File: config.mk
export PLATFORM = sky130hd
export DESIGN_NAME = phy_rx_serial_paral_flat
export DESIGN_NICKNAME = d
export VERILOG_FILES = /design/src/rtl/phy_rx_serial_paral_pkg.sv /design/src/rtl/phy_rx_serial_paral_if.sv /design/src/rtl/phy_rx_serial_paral_shift8.sv /design/src/rtl/phy_rx_serial_paral.sv /design/src/flat_wrapper.sv
export SDC_FILE = /design/constraint.sdc
export NUM_CORES = 1
export LEC_CHECK = 0
export CORE_MARGIN = 4
export CORE_UTILIZATION = 54
export CTS_BUF_LIST = sky130_fd_sc_hd__clkbuf_4 sky130_fd_sc_hd__clkbuf_8
export CTS_CLUSTER_DIAMETER = 40
export DETAILED_ROUTE_END_ITERATION = 7
export PLACE_DENSITY = 0.86
export SETUP_SLACK_MARGIN = 0.2
export SLEW_MARGIN = 20
export SYNTH_ARGS = -nofsm -noshare
export SYNTH_HDL_FRONTEND = slang
export SYNTH_HIERARCHICAL = 1
export SYNTH_SLANG_ARGS = --single-unit
export TNS_END_PERCENT = 10
File: constraint.sdc
create_clock -name clk_8f -period 1.8 [get_ports clk_8f]
set_input_delay 0.45 -clock clk_8f [delete_from_list [all_inputs] [get_ports clk_8f]]
set_output_delay 0.45 -clock clk_8f [all_outputs]
set_load 0.005 [all_outputs]
File: src/rtl/phy_rx_serial_paral_pkg.sv
// Shared types and constants for the per-lane PHY RX deserializer.
package phy_rx_pkg;

  localparam logic [7:0]  COM_BYTE_DEF = 8'hBC;
  localparam int unsigned COM_CNT_W    = 4;

  typedef enum logic {
    SEARCH = 1'b0,
    ACTIVE = 1'b1
  } rx_state_e;

  // Saturating increment for the COM run counter; it never wraps.
  function automatic logic [COM_CNT_W-1:0] sat_inc(input logic [COM_CNT_W-1:0] v);
    return (v == '1) ? v : v + 1'b1;
  endfunction

endpackage

File: src/rtl/phy_rx_serial_paral_if.sv
// Serial-in / byte-out bundle of one RX lane.
// master: the side feeding serial data and consuming bytes; slave: the deserializer.
interface phy_rx_serial_paral_if;
  logic       serial_in;
  logic [7:0] data_out;
  logic       valid_out;
  logic       byte_strobe;
  logic       active;

  modport master (output serial_in, input data_out, valid_out, byte_strobe, active);
  modport slave  (input serial_in, output data_out, valid_out, byte_strobe, active);
endinterface

File: src/rtl/phy_rx_serial_paral_shift8.sv
// Bit capture for one lane: shift register plus 3-bit bit-position counter.
// byte_now_o is the byte that would complete on the current edge.
module phy_rx_shift8 (
  input  logic       clk_8f,
  input  logic       reset,
  input  logic       serial_i,
  input  logic       realign_i,
  output logic [7:0] byte_now_o,
  output logic       byte_done_o
);
  // Only the 7 most recent bits are ever needed; the 8th comes straight from serial_i.
  logic [6:0] shift_q;
  logic [2:0] bit_cnt_q;
  logic [2:0] bit_cnt_d;

  assign byte_now_o  = {shift_q, serial_i};
  assign byte_done_o = (bit_cnt_q == 3'd7) || realign_i;

  // A realign restarts the byte framing exactly as a normal wrap would.
  always_comb begin
    bit_cnt_d = bit_cnt_q + 3'd1;
    if (realign_i) bit_cnt_d = '0;
  end

  // Shift in one bit per cycle and advance the bit position.
  always_ff @(posedge clk_8f or negedge reset) begin
    if (!reset) begin
      shift_q   <= '0;
      bit_cnt_q <= '0;
    end else begin
      shift_q   <= byte_now_o[6:0];
      bit_cnt_q <= bit_cnt_d;
    end
  end
endmodule

File: src/rtl/phy_rx_serial_paral.sv
// Per-lane PHY RX deserializer: locks onto COM idle bytes, then delivers
// payload bytes with a valid flag and a one-cycle byte strobe.
// Build option RX_ALIGN_HUNT_EN: bit-level COM hunt while searching.
module phy_rx_serial_paral
  import phy_rx_pkg::*;
#(
  parameter logic [7:0]  COM_BYTE  = COM_BYTE_DEF,
  parameter int unsigned COM_COUNT = 4
) (
  input  logic                 clk_8f,
  input  logic                 reset,
  phy_rx_serial_paral_if.slave rx
);
  localparam logic [COM_CNT_W-1:0] COM_CNT_TGT = COM_CNT_W'(COM_COUNT);

  rx_state_e             state_q, state_d;
  logic [COM_CNT_W-1:0]  com_cnt_q, com_cnt_d, com_cnt_inc;
  logic [7:0]            data_q, data_d;
  logic                  valid_q, valid_d;
  logic                  strobe_q, strobe_d;
  logic [7:0]            byte_now;
  logic                  byte_done;
  logic                  is_com;
  logic                  realign;

  assign is_com      = (byte_now == COM_BYTE);
  assign com_cnt_inc = sat_inc(com_cnt_q);

`ifdef RX_ALIGN_HUNT_EN
  // Any COM seen at any bit offset while searching defines the byte boundary.
  assign realign = (state_q == SEARCH) && is_com;
`else
  assign realign = 1'b0;
`endif

  phy_rx_shift8 u_shift8 (
    .clk_8f      (clk_8f),
    .reset       (reset),
    .serial_i    (rx.serial_in),
    .realign_i   (realign),
    .byte_now_o  (byte_now),
    .byte_done_o (byte_done)
  );

  // FSM and COM-run counter state.
  always_ff @(posedge clk_8f or negedge reset) begin
    if (!reset) begin
      state_q   <= SEARCH;
      com_cnt_q <= '0;
    end else begin
      state_q   <= state_d;
      com_cnt_q <= com_cnt_d;
    end
  end

  // Next state and output values, evaluated only on byte completion.
  always_comb begin
    state_d   = state_q;
    com_cnt_d = com_cnt_q;
    data_d    = data_q;
    valid_d   = valid_q;
    strobe_d  = 1'b0;
    if (byte_done) begin
      strobe_d = 1'b1;
      data_d   = byte_now;
      valid_d  = 1'b0;
      unique case (state_q)
        SEARCH: begin
          if (is_com) begin
            if (com_cnt_inc >= COM_CNT_TGT) begin
              state_d   = ACTIVE;
              com_cnt_d = '0;
            end else begin
              com_cnt_d = com_cnt_inc;
            end
          end else begin
            com_cnt_d = '0;
          end
        end
        ACTIVE: valid_d = !is_com;
        default: state_d = SEARCH;
      endcase
    end
  end

  // Registered byte outputs.
  always_ff @(posedge clk_8f or negedge reset) begin
    if (!reset) begin
      data_q   <= '0;
      valid_q  <= 1'b0;
      strobe_q <= 1'b0;
    end else begin
      data_q   <= data_d;
      valid_q  <= valid_d;
      strobe_q <= strobe_d;
    end
  end

  assign rx.data_out    = data_q;
  assign rx.valid_out   = valid_q;
  assign rx.byte_strobe = strobe_q;
  assign rx.active      = (state_q == ACTIVE);
endmodule

File: src/flat_wrapper.sv
// flat-port wrapper written by rule: the top's interface ports become plain ports
module phy_rx_serial_paral_flat import phy_rx_pkg::*;
#(
  parameter logic [7:0]  COM_BYTE  = COM_BYTE_DEF,
  parameter int unsigned COM_COUNT = 4
)
  (clk_8f, reset, rx_serial_in, rx_data_out, rx_valid_out, rx_byte_strobe, rx_active);
  phy_rx_serial_paral_if rx_i ();
  input  logic clk_8f;
  input  logic reset;
  input wire logic [$bits(rx_i.serial_in)-1:0] rx_serial_in;
  output wire logic [$bits(rx_i.data_out)-1:0] rx_data_out;
  output wire logic [$bits(rx_i.valid_out)-1:0] rx_valid_out;
  output wire logic [$bits(rx_i.byte_strobe)-1:0] rx_byte_strobe;
  output wire logic [$bits(rx_i.active)-1:0] rx_active;
  assign rx_i.serial_in = rx_serial_in;
  assign rx_data_out = rx_i.data_out;
  assign rx_valid_out = rx_i.valid_out;
  assign rx_byte_strobe = rx_i.byte_strobe;
  assign rx_active = rx_i.active;
  phy_rx_serial_paral #(.COM_BYTE(COM_BYTE), .COM_COUNT(COM_COUNT)) u_core (.clk_8f(clk_8f), .reset(reset), .rx(rx_i));
endmodule
==> flow_summary.ini, run 1 <==
[finish]
layout-drive-gt1-share_pct = 24.1
syn2layout_area_growth_pct = 21.0
antenna_cells = 0
nets = 90
fill_cells = 111

[timing]
grt_setup_unrepaired = yes
hold_viol_final = 0
skew_ns = 0.0104
drv_slew = 0
min_period_over_period_pct = 91.4
timing.hold.ws_ns = 0.419
setup_tns_ns = 0
fmax_mhz = 608
finalSetupViolCount = 0
period_needed_ns = 1.64

[synth]
synthMuxAreaShare_pct = 9.61
netlist_area_um2 = 937
synth_top_area_share_pct = 66.8
ys_top_cells_by_count = dfrtp_1 (25), mux2_2 (8), nand2_1 (5)
synth_top_area_cell = dfrtp_1
synth_seq_area_share_pct = 66.8
yosys.area_share.simple_pct = 13.5
postSynthCellCount = 63
synth_top_family_by_area = simple AND/OR/NAND/NOR gates
yosysMostFrequentCell = dfrtp_1
synth_compound_area_share_pct = 4.41
ys_types = 20
yosys-top-cells-area = dfrtp_1 (67%), mux2_2 (9.6%), ha_1 (4.0%)
synth_adder_area_share_pct = 4.01
postSynth.asyncResetShare_pct = 100
synth_edf_count = 0
synth_seq_cells = 25
ys.warnings.count = 6
avgSynthCellArea_um2 = 14.9
dominantRegCellSynth = dfrtp_1
synthXorXnorAreaFrac_pct = 0

[place]
io_buffers = 13
gp_congestion = 0.674
dp_hpwl_um = 970

[outcome]
status = complete, no violations

[worst_setup_path]
worst-path-max-fanout = 2
end_kind = output pin
crit_chain = clkdlybuf4s50_1
worstPathArrival_ns = 1.19
crit_buf_inv = 1
rrSetupSlack_ns = 0.23
max_stage_delay_ns = 0.51
crit_family = buffers and inverters
criticalPathCategory = flop to output pin
slowest_stage = clkdlybuf4s50_1
startpoint = u_core/rx.valid_out
reg2regPathDepth = 6
cp.required_ns = 1.35
r2r_start = u_core/u_shift8/bit_cnt_q[0]
start_kind = flop
rr_endpoint = u_core/rx.valid_out

[die]
dieArea_mm2 = 0.00247
die_h_um = 49.7
coreArea_mm2 = 0.00158
ios = 14
rows = 14
initial_core_util_pct = 59.4
fp.dieW_um = 49.7

[detailed_routing]
wl_met1_um = 609
wl_um = 1410
dr_total_vias = 537
vias_per_cell = 5.42
wl_per_cell_um = 14.2
drt_iter0_markers = 7
dr.max_layer_used = met3
dr_wl_met2_um = 716
drcViolationCount = 0
drt_first_pass_iters = 4
wl_met3_um = 80
final_antenna_net_count = 0

[clocking]
insertion_delay_ns = 0.31
clkSinkCount = 25
cts_tree = built
cts_htree_levels = 1
cts_root_buf = clkbuf_4
cts.clk_slew.worst_paths_ns = 0.13
clockBufferDepth = 2
cts_buffers = 3
cts_hold_buffers = 0

[global_route]
grt_max_degree = 26
grt_use_total_pct = 13.7
gr-total-overflow = 0
grt_first_pass_wirelength_um = 2570
antenna_found_initial = 0
grt_pass1_vias = 573

[pwr]
power_density_mw_per_mm2 = 849
p_leak_nw = 0.549
vdd_drop_max_uv = 555

[min_path]
min_from = u_core/u_shift8/shift_q[1]
hold_class = flop to flop
min_to = u_core/u_shift8/shift_q[2]
hold_depth = 0

[job]
drv_cap = 0
worst max path at each step:
stage,cells past startpoint,to
after global placement,6,u_core/rx.valid_out
after floorplan,5,u_core/rx.data_out[1]
final,1,rx_valid_out
after detailed placement,6,u_core/rx.valid_out
after CTS,1,rx_active
after global routing,1,rx_data_out[3]
cells in the final DEF, fill, tap and decap left out, drive strengths merged:
cell type / Yosys / routed
ha: 3 / 3
or2: 1 / 1
dfrtp: 25 / 25
nor4: 1 / 1
o21bai: 1 / 1
conb: 1 / 4
dlymetal6s2s: 0 / 1
clkinv: 0 / 1
nor2: 3 / 3
a21oi: 2 / 2
buf: 2 / 2
o21ai: 3 / 3
a31o: 1 / 1
clkbuf: 0 / 3
and2b: 2 / 2
mux2: 8 / 8
clkdlybuf4s50: 0 / 12
nand2b: 1 / 1
nand4b: 2 / 2
and2: 2 / 2
nand2: 5 / 5
where the power goes:
| part | switching, mW | total [mW] | internal, mW |
|---|---|---|---|
| sequential | 0.0207 | 0.616 | 0.596 |
| combinational | 0.0412 | 0.109 | 0.0681 |
| clock | 0.154 | 0.236 | 0.0829 |
through the flow:
stage / power [mW] / setup WS (ns) / cells / util [%] / instance area, um^2
after global placement: 0.730 / 0.0839 / 94 / 69.4 / 1090
after detailed placement: 0.737 / 0.0491 / 94 / 69.4 / 1090
final: 0.962 / 0.155 / 99 / 71.9 / 1130
after CTS: 0.976 / 0.126 / 99 / 71.7 / 1130
after floorplan: 0.667 / 0.267 / 66 / - / 948
after global routing: 1.02 / 0.0859 / 99 / 71.9 / 1130
cells by family after synthesis:
family	after synthesis
buffers and inverters	2
and+or+nand+nor	17
DFF	25
AOI/OAI and AO/OA	7
other	1
muxes	8
adders and majority gates	3
what timing repair did:
item,CTS,global route
buffers inserted,1,0
pin swaps,0,0
endpoints found under the setup margin,23,15
gates resized for setup,2,1
metal layers:
metal	GRT usage, %	up-vias
li1	-	249
met1	16.4	274
met2	22.7	14
met3	4.52	0
met4	5.53	0
met5	0	-
sequential cells by signal (all words and copies together), names as in the netlist:
signal	flops
u_core/u_shift8/bit_cnt_q	3
u_core/rx.byte_strobe	1
u_core/com_cnt_q	4
u_core/rx.data_out	8
u_core/u_shift8/shift_q	7
u_core/rx.valid_out	1
u_core/rx.active	1
area by class of cell:
| type | count | area, um^2 | share of cell area, % |
|---|---|---|---|
| clock buffers | 3 | 22.5 | 1.99 |
| clock inverters | 1 | 5.00 | 0.442 |
| multi-input cells | 39 | 313 | 27.6 |
| flip-flops and latches | 25 | 626 | 55.2 |
| well taps | 16 | 20.0 | 1.77 |
| repair buffers | 15 | 148 | 13.0 |
Power figures use the tool's default switching activity.
==> run 2, diff against run 1 <==
Settings changed: SETUP_SLACK_MARGIN 0.2 to 0.3.
==> run 2 against run 1 <==
Effect of this change: global-route usage rose by 1.1 points; first-iteration DRC count unchanged; via count increased by 4.1%; register-to-register slack better by 0.02 ns; cell count is 4.0% higher; hold slack improved by 0.0027 ns; power rose by 2.8%; core utilization rose by 2.6 points; non-clock buffer count is 3 higher; critical path depth unchanged; count of clock-buffer cells in the layout unchanged; worst setup slack worse by 0.0080 ns; largest power group unchanged; highest routed layer is now met4.
==> flow_summary.ini, run 2 (same netlist as run 1, synthesis figures left out) <==
[outcome]
status = complete, no violations

[timing]
period_needed_ns = 1.65
min_period_over_period_pct = 91.8
grt_setup_unrepaired = yes
hold_viol_final = 0
fmax_mhz = 605
finalSetupViolCount = 0
setup_tns_ns = 0
skew_ns = 0.00944
timing.hold.ws_ns = 0.422
drv_slew = 0

[worst_setup_path]
crit_chain = clkdlybuf4s50_1
reg2regPathDepth = 4
slowest_stage = clkdlybuf4s50_1
worstPathArrival_ns = 1.20
crit_family = buffers and inverters
worst-path-max-fanout = 2
rrSetupSlack_ns = 0.25
criticalPathCategory = flop to output pin
crit_buf_inv = 1
cp.required_ns = 1.35
end_kind = output pin
r2r_start = u_core/u_shift8/bit_cnt_q[0]
max_stage_delay_ns = 0.50
rr_endpoint = u_core/rx.data_out[3]
start_kind = flop

[global_route]
grt_max_degree = 26
grt_use_total_pct = 14.8
grt_pass1_vias = 581
antenna_found_initial = 0
grt_first_pass_wirelength_um = 2680
gr-total-overflow = 0

[min_path]
min_to = u_core/u_shift8/shift_q[6]
hold_class = flop to flop
hold_depth = 0
min_from = u_core/u_shift8/shift_q[5]

[detailed_routing]
final_antenna_net_count = 0
vias_per_cell = 5.43
dr_total_vias = 559
wl_per_cell_um = 14.6
drt_iter0_markers = 7
wl_um = 1510
drt_first_pass_iters = 4
drcViolationCount = 0

[die]
initial_core_util_pct = 59.4
fp.dieW_um = 49.7
dieArea_mm2 = 0.00247
die_h_um = 49.7
rows = 14
ios = 14
coreArea_mm2 = 0.00158

[finish]
final_common_cell = dfrtp_1
largest_reg_flops = 8
design_area_mm2 = 0.00117
layout-drive-gt1-share_pct = 29.9
final_cell_mix = dfrtp_1 (25), clkdlybuf4s50_1 (11), mux2_2 (8), nand2_1 (5), buf_4 (5)
syn2layout_area_growth_pct = 25.4
antenna_cells = 0
fin_cells = 103
nets = 94

[pwr]
power.total_mw = 0.989
power_density_mw_per_mm2 = 842
p_leak_nw = 0.561
vdd_drop_max_uv = 764

[clocking]
cts_htree_levels = 1
cts_buffers = 3
insertion_delay_ns = 0.32
cts_tree = built
cts.clk_slew.worst_paths_ns = 0.14
clockBufferDepth = 2
cts_root_buf = clkbuf_4
clkSinkCount = 25
cts_hold_buffers = 0

[place]
io_buffers = 13
gp_congestion = 0.696
dp_hpwl_um = 1070
dpl_cell_area_mm2 = 0.00110
dp.cells = 94

[job]
drv_cap = 0
## run 2: what timing repair did
action	4_1_cts	5_1_grt
gates cloned	0	1
gates resized for setup	1	5
pin swaps	0	1
endpoints found under the setup margin	18	24
buffers inserted	2	2
## run 2: report_power, final
part	total [mW]	switching (mW)	internal, mW
Sequential	0.616	0.0203	0.596
Combinational	0.115	0.0431	0.0716
Clock	0.259	0.168	0.0903
## run 2: stage by stage
stage | setup WS (ns) | utilization [%]
after floorplan | 0.326 | -
after global placement | 0.228 | 69.5
after detailed placement | 0.111 | 69.5
after CTS | 0.125 | 72.4
after global routing | 0.0742 | 74.5
final | 0.147 | 74.5
## run 2: worst max-delay path by stage
stage / from / end / cells after the start
global placement: rx_serial_in / u_core/com_cnt_q[1] / 4
global route: u_core/rx.active / rx_active / 1
floorplan: u_core/u_shift8/bit_cnt_q[0] / u_core/rx.data_out[1] / 5
detailed placement: rx_serial_in / u_core/com_cnt_q[0] / 4
finish: u_core/rx.active / rx_active / 1
CTS: u_core/rx.data_out[3] / rx_data_out[3] / 1
## run 2: layer usage
layer / share of wire [%] / up-vias / global-route usage, %
met5: 0 / - / 0
met4: 1.7 / 0 / 6.91
met3: 4.6 / 4 / 5.72
met2: 54 / 12 / 24.2
met1: 40 / 285 / 16.9
li1: - / 258 / -
## run 2: final cells by class
cell class / count / area [um^2]
clock buffer: 3 / 22.5
clock inverter: 1 / 8.76
fill: 98 / 402
multi-input combinational: 40 / 329
sequential: 25 / 626
tap: 16 / 20.0
timing repair buffer: 18 / 169
